**src/rtl/mips_ctrl_pkg.sv**
```systemverilog
// Shared definitions for the multi-cycle MIPS main control FSM:
// state encoding, opcodes and the ALU/mux select encodings it drives.
package mips_ctrl_pkg;

    typedef enum logic [3:0] {
        S_IDLE     = 4'd0,
        S_FETCH    = 4'd1,
        S_DECODE   = 4'd2,
        S_EXEC_R   = 4'd3,
        S_R_WB     = 4'd4,
        S_EXEC_I   = 4'd5,
        S_I_WB     = 4'd6,
        S_MEM_ADDR = 4'd7,
        S_MEM_RD   = 4'd8,
        S_MEM_WB   = 4'd9,
        S_MEM_WR   = 4'd10,
        S_BRANCH   = 4'd11,
        S_JUMP     = 4'd12,
        S_TRAP     = 4'd13
    } state_t;

    localparam logic [5:0] OP_RTYPE = 6'b000000;
    localparam logic [5:0] OP_ADDI  = 6'b001000;
    localparam logic [5:0] OP_SLTI  = 6'b001010;
    localparam logic [5:0] OP_LW    = 6'b100011;
    localparam logic [5:0] OP_SW    = 6'b101011;
    localparam logic [5:0] OP_BEQ   = 6'b000100;
    localparam logic [5:0] OP_J     = 6'b000010;

    localparam logic [2:0] ALU_RTYPE = 3'b000;
    localparam logic [2:0] ALU_ADD   = 3'b001;
    localparam logic [2:0] ALU_SLT   = 3'b010;
    localparam logic [2:0] ALU_SUB   = 3'b100;

    localparam logic [1:0] SRCB_RT     = 2'b00;
    localparam logic [1:0] SRCB_FOUR   = 2'b01;
    localparam logic [1:0] SRCB_IMM    = 2'b10;
    localparam logic [1:0] SRCB_IMM_SH = 2'b11;

    localparam logic [1:0] PCSRC_ALU    = 2'b00;
    localparam logic [1:0] PCSRC_ALUOUT = 2'b01;
    localparam logic [1:0] PCSRC_JUMP   = 2'b10;

endpackage

```
**src/rtl/multicycle_main_ctrl.sv**
```systemverilog
// Main control FSM for the multi-cycle MIPS datapath. Sequences each
// instruction through fetch/decode/execute/memory/write-back, counts
// retired instructions and traps on unsupported opcodes.
module multicycle_main_ctrl
    import mips_ctrl_pkg::*;
#(
    parameter int CNT_W = 32
) (
    input  logic             clk_i,
    input  logic             rst_i,
    input  logic [5:0]       instr_op_i,
    input  logic             mem_ready_i,
    output logic             mem_req_o,
    output logic             MemRead_o,
    output logic             MemWrite_o,
    output logic             IorD_o,
    output logic             IRWrite_o,
    output logic             PCWrite_o,
    output logic             PCWriteCond_o,
    output logic [1:0]       PCSource_o,
    output logic [2:0]       ALU_op_o,
    output logic             ALUSrcA_o,
    output logic [1:0]       ALUSrcB_o,
    output logic             RegDst_o,
    output logic             MemtoReg_o,
    output logic             RegWrite_o,
    output logic             illegal_o,
    output logic [CNT_W-1:0] instr_cnt_o
);

    state_t state, next_state;
    logic   retire;
    logic   trap_enter;

    // State register, retired-instruction counter and sticky trap flag
    always_ff @(posedge clk_i or negedge rst_i) begin
        if (!rst_i) begin
            state       <= S_IDLE;
            instr_cnt_o <= '0;
            illegal_o   <= 1'b0;
        end else begin
            state <= next_state;
            if (retire)
                instr_cnt_o <= instr_cnt_o + CNT_W'(1);
            if (trap_enter)
                illegal_o <= 1'b1;
        end
    end

    // Next-state selection; also flags the last edge of each instruction
    always_comb begin
        next_state = state;
        retire     = 1'b0;
        trap_enter = 1'b0;
        unique case (state)
            S_IDLE:     next_state = S_FETCH;
            S_FETCH:    if (mem_ready_i) next_state = S_DECODE;
            S_DECODE: begin
                case (instr_op_i)
                    OP_RTYPE:        next_state = S_EXEC_R;
                    OP_ADDI, OP_SLTI: next_state = S_EXEC_I;
                    OP_LW, OP_SW:    next_state = S_MEM_ADDR;
                    OP_BEQ:          next_state = S_BRANCH;
                    OP_J:            next_state = S_JUMP;
                    default: begin
                        next_state = S_TRAP;
                        trap_enter = 1'b1;
                    end
                endcase
            end
            S_EXEC_R:   next_state = S_R_WB;
            S_EXEC_I:   next_state = S_I_WB;
            S_MEM_ADDR: next_state = (instr_op_i == OP_LW) ? S_MEM_RD : S_MEM_WR;
            S_MEM_RD:   if (mem_ready_i) next_state = S_MEM_WB;
            S_MEM_WR: begin
                if (mem_ready_i) begin
                    next_state = S_FETCH;
                    retire     = 1'b1;
                end
            end
            S_R_WB, S_I_WB, S_MEM_WB, S_BRANCH, S_JUMP: begin
                next_state = S_FETCH;
                retire     = 1'b1;
            end
            S_TRAP:     next_state = S_TRAP;
            default:    next_state = S_IDLE;
        endcase
    end

    // Control-line decode from state; only fetch strobes look at mem_ready_i
    always_comb begin
        mem_req_o     = 1'b0;
        MemRead_o     = 1'b0;
        MemWrite_o    = 1'b0;
        IorD_o        = 1'b0;
        IRWrite_o     = 1'b0;
        PCWrite_o     = 1'b0;
        PCWriteCond_o = 1'b0;
        PCSource_o    = PCSRC_ALU;
        ALU_op_o      = ALU_RTYPE;
        ALUSrcA_o     = 1'b0;
        ALUSrcB_o     = SRCB_RT;
        RegDst_o      = 1'b0;
        MemtoReg_o    = 1'b0;
        RegWrite_o    = 1'b0;
        case (state)
            S_FETCH: begin
                mem_req_o  = 1'b1;
                MemRead_o  = 1'b1;
                ALUSrcB_o  = SRCB_FOUR;
                ALU_op_o   = ALU_ADD;
                IRWrite_o  = mem_ready_i;
                PCWrite_o  = mem_ready_i;
            end
            S_DECODE: begin
                ALUSrcB_o = SRCB_IMM_SH;
                ALU_op_o  = ALU_ADD;
            end
            S_EXEC_R: begin
                ALUSrcA_o = 1'b1;
                ALUSrcB_o = SRCB_RT;
                ALU_op_o  = ALU_RTYPE;
            end
            S_R_WB: begin
                RegDst_o   = 1'b1;
                RegWrite_o = 1'b1;
            end
            S_EXEC_I: begin
                ALUSrcA_o = 1'b1;
                ALUSrcB_o = SRCB_IMM;
                ALU_op_o  = (instr_op_i == OP_SLTI) ? ALU_SLT : ALU_ADD;
            end
            S_I_WB:     RegWrite_o = 1'b1;
            S_MEM_ADDR: begin
                ALUSrcA_o = 1'b1;
                ALUSrcB_o = SRCB_IMM;
                ALU_op_o  = ALU_ADD;
            end
            S_MEM_RD: begin
                mem_req_o = 1'b1;
                MemRead_o = 1'b1;
                IorD_o    = 1'b1;
            end
            S_MEM_WB: begin
                MemtoReg_o = 1'b1;
                RegWrite_o = 1'b1;
            end
            S_MEM_WR: begin
                mem_req_o  = 1'b1;
                MemWrite_o = 1'b1;
                IorD_o     = 1'b1;
            end
            S_BRANCH: begin
                ALUSrcA_o     = 1'b1;
                ALUSrcB_o     = SRCB_RT;
                ALU_op_o      = ALU_SUB;
                PCWriteCond_o = 1'b1;
                PCSource_o    = PCSRC_ALUOUT;
            end
            S_JUMP: begin
                PCWrite_o  = 1'b1;
                PCSource_o = PCSRC_JUMP;
            end
            default: ;
        endcase
    end

endmodule

```
**config.mk**
```make
export PLATFORM = sky130hd
export DESIGN_NAME = multicycle_main_ctrl
export DESIGN_NICKNAME = d
export VERILOG_FILES = /design/src/rtl/mips_ctrl_pkg.sv /design/src/rtl/multicycle_main_ctrl.sv
export SDC_FILE = /design/constraint.sdc
export NUM_CORES = 1
export LEC_CHECK = 0
export ABC_AREA = 1
export BUFFER_PORTS_ARGS = -buffer_cell sky130_fd_sc_hd__buf_2
export CORE_MARGIN = 5
export CORE_UTILIZATION = 59
export DETAILED_ROUTE_END_ITERATION = 12
export PLACE_DENSITY_LB_ADDON = 0.1
export SLEW_MARGIN = 25
export SYNTH_ARGS = -nofsm -noshare
export SYNTH_HDL_FRONTEND = slang
export SYNTH_SLANG_ARGS = --single-unit
```
**constraint.sdc**
```tcl
create_clock -name clk_i -period 3.3 [get_ports clk_i]
set_input_delay 0 -clock clk_i [delete_from_list [all_inputs] [get_ports clk_i]]
set_output_delay 0 -clock clk_i [all_outputs]
set_load 0.03 [all_outputs]
```
# == Word level (Yosys, flattened, before mapping) ==
# Index checks and enable logic that the tools add are counted.
# op_classes
n_eq_ne,22
add_sub_neg,1
mux,25
n_reduce_logical,15
# op_table
cell,n
case mux 4 bit (9 select lines),1
adder 32 x 1 -> 32 bit (second input constant),1
== test 4 bit (second input constant),6
case mux 4 bit (5 select lines),1
== test 4 x 3 -> 1 bit (second input constant),4
two-way mux 1 bit,13
== test 6 x 4 -> 1 bit (second input constant),2
== test 6 bit (second input constant),2
two-way mux 4 bit,3
OR reduction 2 bit,5
case mux 3 bit (3 select lines),1
OR reduction 3 bit,3
== test 4 x 2 -> 1 bit (second input constant),2
OR reduction 7 bit,1
== test 6 x 2 -> 1 bit (second input constant),1
== test 6 x 3 -> 1 bit (second input constant),1
logical NOT 6 bit,1
inequality test 2 bit (second input constant),3
case mux 2 bit (3 select lines),1
OR reduction 6 bit,1
OR reduction 5 bit,1
== test 4 x 1 -> 1 bit (second input constant),1
logical NOT 4 bit,1
two-way mux 2 bit,2
other kinds (4),5
# word_totals
regBits,37
input_bits,9
word_cells,66

# == Depth between registers and ports, before layout ==
# Gate-level depths: netlist of run 1.
# depth
word_depth,4
mapped_depth,11
mapped_depth_nobuf,10

# == Worst setup path after synthesis of run 1 ==
# OpenSTA, ideal clock, no wires.
# synth_timing
path_kind,flip-flop to flip-flop
start,register instr_cnt_o[0]
end,register instr_cnt_o[20]
path_slack_ns,1.552
arrival_ns,1.630
stages_incl_launch_ff,11
synth_period_minus_slack_ns,1.748
setup_ns,0.118
path_cell_list,dfrtp_1 ha_1 inv_1 nor2_1 nand2_1 nor2_1 nand2_1 nor2_1 nand2_1 nand2_1 nand2_1
# synth_between
elab_chain_cells,1
# synth_rtl
item,line,source
"start, declared",multicycle_main_ctrl.sv:28,output logic [CNT_W-1:0] instr_cnt_o
"start signal, assigned",multicycle_main_ctrl.sv:44,instr_cnt_o <= instr_cnt_o + CNT_W'(1);
adder 32 x 1 -> 32 bit,multicycle_main_ctrl.sv:44,
# No other way between the ends.
# A chain may end at the register's enable or synchronous reset.

# == Worst setup path in the final report of run 1 ==
# Same ends and word-level chain as after synthesis.

==> out/summary.txt, run 1 <==
status - complete, no violations
Finished Core Util - 0.703
post_cts resized - 0
final hold violations - 0
Non-Filler Instances - 539
Static Leak - 0.00166 uW
routability cong. - 0.942
CP Cell Sequence - ha_1 -> inv_1 -> nor2_1 -> nand2_1 -> nor2_1 -> nand2_1 -> nor2_1 -> nand2_1 -> nand2_1 -> nand2_1
initial antenna violation count - 0
fraction of registers with async set/reset - 1.00
vias per cell - 5.19
CORE AREA - 4380 um2
min-delay worst type - in2reg
H-tree Lvls - 2
vias in the first global route - 2,660
synth cell count leaders - 182 x nand2_1, 77 x nor2_1, 37 x dfrtp_1, 33 x inv_1, 19 x nand3_1
routed wire length per instance - 13.1 um
Synth cell types - 28
I/O Pins - 60
Startpoint Class - flip-flop
port buffer count - 59
Yosys top cell area share - 0.346
Initial Util - 0.611
CTS tree - yes
FF+latch count, synth - 37
critical-path maximum fanout - 4
ys flop type - dfrtp_1
post-route clock skew - 2.22 ps
crit-path most repeated cell - nand2_1
period utilization - 0.548
most numerous cell in the Yosys netlist - nand2_1
Max Freq - 553 MHz
Setup violations, final - 0
worst-margin pin slew - 849 ps
critical path required time - 3480 ps
post-synthesis sequential area ratio - 0.346
Mapped Cells - 425
met2 usage - 0.415
cell area power density - 574 nW/um2
DR DRC count - 0
crit path DAT - 1990 ps
clock net sink count - 37
antenna-violating nets left - 0
total CTS buffers - 5
clk slew on worst S/H paths - 70 ps
Rel. slew slack - 0.434
die width - 77.4 um
critical path's slowest cell - dfrtp_1
VDD IR max - 0.730 mV
max incr delay on CP - 460 ps
max-cap viol count - 0
Post-Syn Nets - 435
postcts setup bufs - 0
num rows - 24
GRT met3 Usage - 0.0498
layout cells sized above 1 - 0.172
top area cells in the synthesized netlist - dfrtp_1 35%, nand2_1 26%, nor2_1 11%, inv_1 4.6%, nand3_1 3.6%
CP Capture Type - flip-flop
RSZ-0062 raised after global routing - false
drt total wl - 7080 um
worst skew pair latency - 290 ps
Die Y - 77.4 um
Avg Inst Size Synth - 6.30 um2
DRT iter0 DRCs - 106
Overflow after GRT - 0
fin. max-slew vios - 0
clock root buffer - clkbuf_8
clock buffer depth - 2
Synthesis Warnings - 0
# placed instances - 530
DP Wirelength - 5480 um
Yosys top cell by area - dfrtp_1
Vias - 2,796
antenna cells - 0
GR met1 Demand/Resource - 0.326
Layout Nets - 497
router iterations before antenna repair - 4
first-pass GRT wire length - 12,200 um
setup_tns - 0 ps
largest net degree at the start of global routing - 46
Worst Setup Path Type - reg2reg
Syn-to-layout area delta - 15.0%
EDFF count, synth - 0
gr usage total - 0.247
die area - 5990 um2
gr busiest metal - met2
Period minus WS final - 1810 ps
synthesized area - 2680 um2
Hold Slack - 156 ps
flip-flops by register name, indices dropped and copies added (netlist names):
signal       flops
instr_cnt_o     32
state            4
illegal_o        1
logic make-up (layout without fill, tap and decap cells):
| family | after synthesis | after routing | share of synthesized area |
|---|---|---|---|
| flops | 37 | 37 | 0.346 |
| buf+inv | 44 | 106 | 0.0790 |
| fa+ha+maj | 1 | 1 | 0.00467 |
| compound gates | 26 | 26 | 0.0575 |
| xor+xnor | 9 | 9 | 0.0322 |
| simple gates | 308 | 308 | 0.481 |
timing repair:
item                                   CTS  global route
endpoints found under the hold margin   38             0
hold buffers                             2             0
setup endpoints to repair                0             0
final timing paths:
path                           startpoint         endpoint  slack, ps  depth (start not counted)
max                        instr_cnt_o[0]  instr_cnt_o[20]       1490                         10
min                         instr_op_i[3]         state[2]        160                          5
max reg2reg                instr_cnt_o[0]  instr_cnt_o[20]       1490                         10
min reg2reg                     illegal_o        illegal_o        500                          1
max in group asynchronous           rst_i  instr_cnt_o[30]       2420                          2
min in group asynchronous           rst_i   instr_cnt_o[4]        350                          2
cells in the final DEF, fill, tap and decap left out, drive strengths merged, types with 2 or more instances in the layout:
master / Yosys / routed
inv: 38 / 38
dlygate4sd3: 0 / 2
o21ai: 21 / 21
nand3: 19 / 19
clkbuf: 0 / 7
dfrtp: 37 / 37
nand4: 5 / 5
nand3b: 12 / 12
nand2: 187 / 187
xor2: 9 / 9
buf: 6 / 59
nor2: 83 / 83
o22ai: 2 / 2
stage by stage:
stage	power (uW)	instance area [um2]	worst slack, ps
after floorplan	1300	2680	1550
after global placement	1440	2970	1660
after detailed placement	1450	2970	1540
after CTS	1780	3080	1500
after global routing	1900	3080	1260
final	1770	3080	1490
worst max-delay path: cells and delay by family, from the launching register on:
kind / cells / cell delay (ps)
AND/OR/NAND/NOR: 8 / 940
flip-flops: 1 / 460
adder cells (fa/ha/maj): 1 / 230
buffers and inverters: 1 / 80
report_power, final:
group	switching [uW]	total [uW]	internal [uW]	leakage, uW
logic	643	870	227	0.00111
clock network	156	322	166	0.0000443
registers	71.1	576	505	0.000501
routing by layer:
layer	vias up	wire (um)
met1	1259	3140
met3	13	439
met5	-	0
met4	0	100
li1	1442	-
met2	82	3400
final cells by class:
class,instances,area [um2]
Inverter,38,148
Tap cell,52,65.1
Clock buffer,7,86.3
Fill cell,406,1300
Multi-Input combinational cell,344,1540
Sequential cell,37,926
Timing Repair Buffer,61,315
Note: power is estimated with default switching activity, not from simulation.
==> inputs of run 2 (changes only) <==
CORE_UTILIZATION = 49   (was 59)
clock period = 1.57 ns   (was 3.3 ns; I/O delays follow)
==> run 2 against run 1 <==
  * Critical path depth fell by 1
  * Sequential share of layout area is 3.8 points lower
  * Sequential power grew 110%
  * Setup slack worse by 1500 ps
  * Via count up 9.5%
  * Clock power up 110%
  * Maximum frequency grew 17%
  * First-iteration DRC count up 75%
  * Hold slack worse by 7.2 ps
  * Core utilization shrank 4.1 points
  * Sequential cell count unchanged
  * Highest routed layer unchanged
==> out/summary.txt, run 2 (synthesis gave the netlist of run 1 again) <==
CTS tree - yes
critical-path maximum fanout - 11
VDD IR max - 1.60 mV
critical path's slowest cell - dfrtp_1
hold path depth - 5
num rows - 27
switch share - 0.497
# placed instances - 576
crit path DAT - 1720 ps
Initial Util - 0.495
clk slew on worst S/H paths - 80 ps
die area - 7040 um2
DRT iter0 DRCs - 186
setup ws final - 28.4 ps
routed wire length per instance - 13.6 um
port buffer count - 59
Die Y - 83.9 um
H-tree Lvls - 2
Non-Filler Instances - 602
RSZ-0062 raised after global routing - true
period utilization - 0.982
Worst Reg2Reg Path Length in Cells - 9
combinational fraction of design power - 0.576
sw power - 2180 uW
Setup violations, final - 0
most common cell after layout, fill and taps aside - nand2_1
Regs by FF count - instr_cnt_o x32, state x4, illegal_o x1
cell area power density - 1230 nW/um2
die width - 83.9 um
fin. max-slew vios - 0
most frequent cells in the layout - 182 x nand2_1, 62 x nor2_1, 54 x buf_2, 39 x buf_4, 32 x inv_1
Place WS - 5.66 ps
CP Capture Type - flip-flop
CORE AREA - 5410 um2
number of flip-flops in the largest register - 32
DP Wirelength - 5820 um
min-delay worst type - in2reg
DR DRC count - 0
Startpoint Class - flip-flop
gr usage total - 0.219
vias in the first global route - 2,786
antenna-violating nets left - 0
worst-margin pin slew - 484 ps
vias per cell - 5.08
I/O Pins - 60
first-pass GRT wire length - 12,800 um
initial antenna violation count - 0
GR met1 Demand/Resource - 0.281
largest net degree at the start of global routing - 46
clock net sink count - 37
worst skew pair latency - 290 ps
post-route clock skew - 6.41 ps
internal power - 2210 uW
clock buffer depth - 2
Rel. slew slack - 0.677
gr busiest metal - met2
Most flops, register - instr_cnt_o
sequential power share - 0.271
antenna cells - 0
Static Leak - 0.00188 uW
routability cong. - 0.967
clock root buffer - clkbuf_8
router iterations before antenna repair - 5
Fillers - 505
status - complete, no violations
Syn-to-layout area delta - 33.6%
final hold violations - 0
layout cells sized above 1 - 0.292
drt total wl - 8170 um
Vias - 3,061
CP Cell Sequence - nand2_2 -> inv_1 -> nand2_1 -> nand2_2 -> nor2_4 -> buf_12 -> nand2_4 -> o21ai_1 -> o21ai_1
Max Freq - 649 MHz
total CTS buffers - 5
Period minus WS final - 1540 ps
Clock Power Share - 0.152
GRT met3 Usage - 0.0385
max incr delay on CP - 430 ps
met2 usage - 0.379
Overflow after GRT - 0
Worst Setup Path Type - reg2reg
critical path required time - 1750 ps
Layout Nets - 539
max-cap viol count - 0
-- run 2: changes by cell type in the layout (fill, tap and decap cells not counted), moves of 2 or more --
cell      previous run  this run
dfrtp_2              0         9
nor2_1              77        62
nor2_2               5        16
nand2_4              0         2
buf_4                0        39
buf_12               0         2
clkinv_2             0         2
buf_2               59        54
buf_6                0         2
dfrtp_1             37        28
nor2_4               1         5
-- run 2: critical path: cells and delay by family, from the launching register on --
family	cells	cell delay, ps
compound gates	2	180
buf+inv	2	220
flops	1	430
simple gates	5	590
-- run 2: what timing repair did --
item                                    4_1_cts  5_1_grt
pin swaps                                     0        7
endpoints found under the setup margin       12       38
endpoints found under the hold margin        20        0
gates cloned                                  0        4
hold buffers                                  2        0
setup buffers                                 0       12
gates resized for setup                       3       36
-- run 2: layout make-up --
class                           instances  area (um2)  share of cell area
Multi-Input combinational cell        347        1650               0.463
Sequential cell                        37         937               0.262
Timing Repair Buffer                   99         646               0.181
Inverter                               38         158              0.0441
Tap cell                               72        90.1              0.0252
Clock buffer                            6        72.6              0.0203
Clock inverter                          2        10.0             0.00280
Timing Repair inverter                  1        8.76             0.00245
-- run 2: layer usage --
layer  part of all wire  vias up  routed length, um
met5                  0        -                  0
met4              0.022        0                176
met3              0.061       16                496
met2               0.48       87               3960
met1               0.43     1411               3540
li1                   -     1547                  -
-- run 2: stage by stage --
| step | hold WS [ps] | TNS (ps) | util | cell area (um2) | total power (uW) |
|---|---|---|---|---|---|
| 2_1_floorplan | -296 | 0 | - | 2700 | 2760 |
| 3_3_place_gp | -9.63 | 0 | 0.595 | 3210 | 3230 |
| 3_5_place_dp | -15.9 | 0 | 0.595 | 3210 | 3260 |
| 4_1_cts | 144 | 0 | 0.615 | 3320 | 3950 |
| 5_1_grt | 184 | -831 | 0.662 | 3580 | 4660 |
| 6_report | 148 | 0 | 0.662 | 3580 | 4390 |
-- run 2: power by group through the flow --
stage	combinational, uW	sequential, uW	clock [uW]
after floorplan	1450	1310	0
after global placement	2050	1180	0
after global routing	2710	1210	739
after detailed placement	2070	1190	0
final	2530	1190	670
after CTS	2100	1170	684
-- run 2: worst paths after layout --
check	from	to	slack, ps
worst min register to register	illegal_o	illegal_o	490
worst min-delay path	instr_op_i[5]	illegal_o	150
max in group asynchronous	rst_i	instr_cnt_o[7]	740
min in group asynchronous	rst_i	illegal_o	200
worst max-delay path	state[3]	instr_cnt_o[5]	30
worst max register to register	state[3]	instr_cnt_o[5]	30
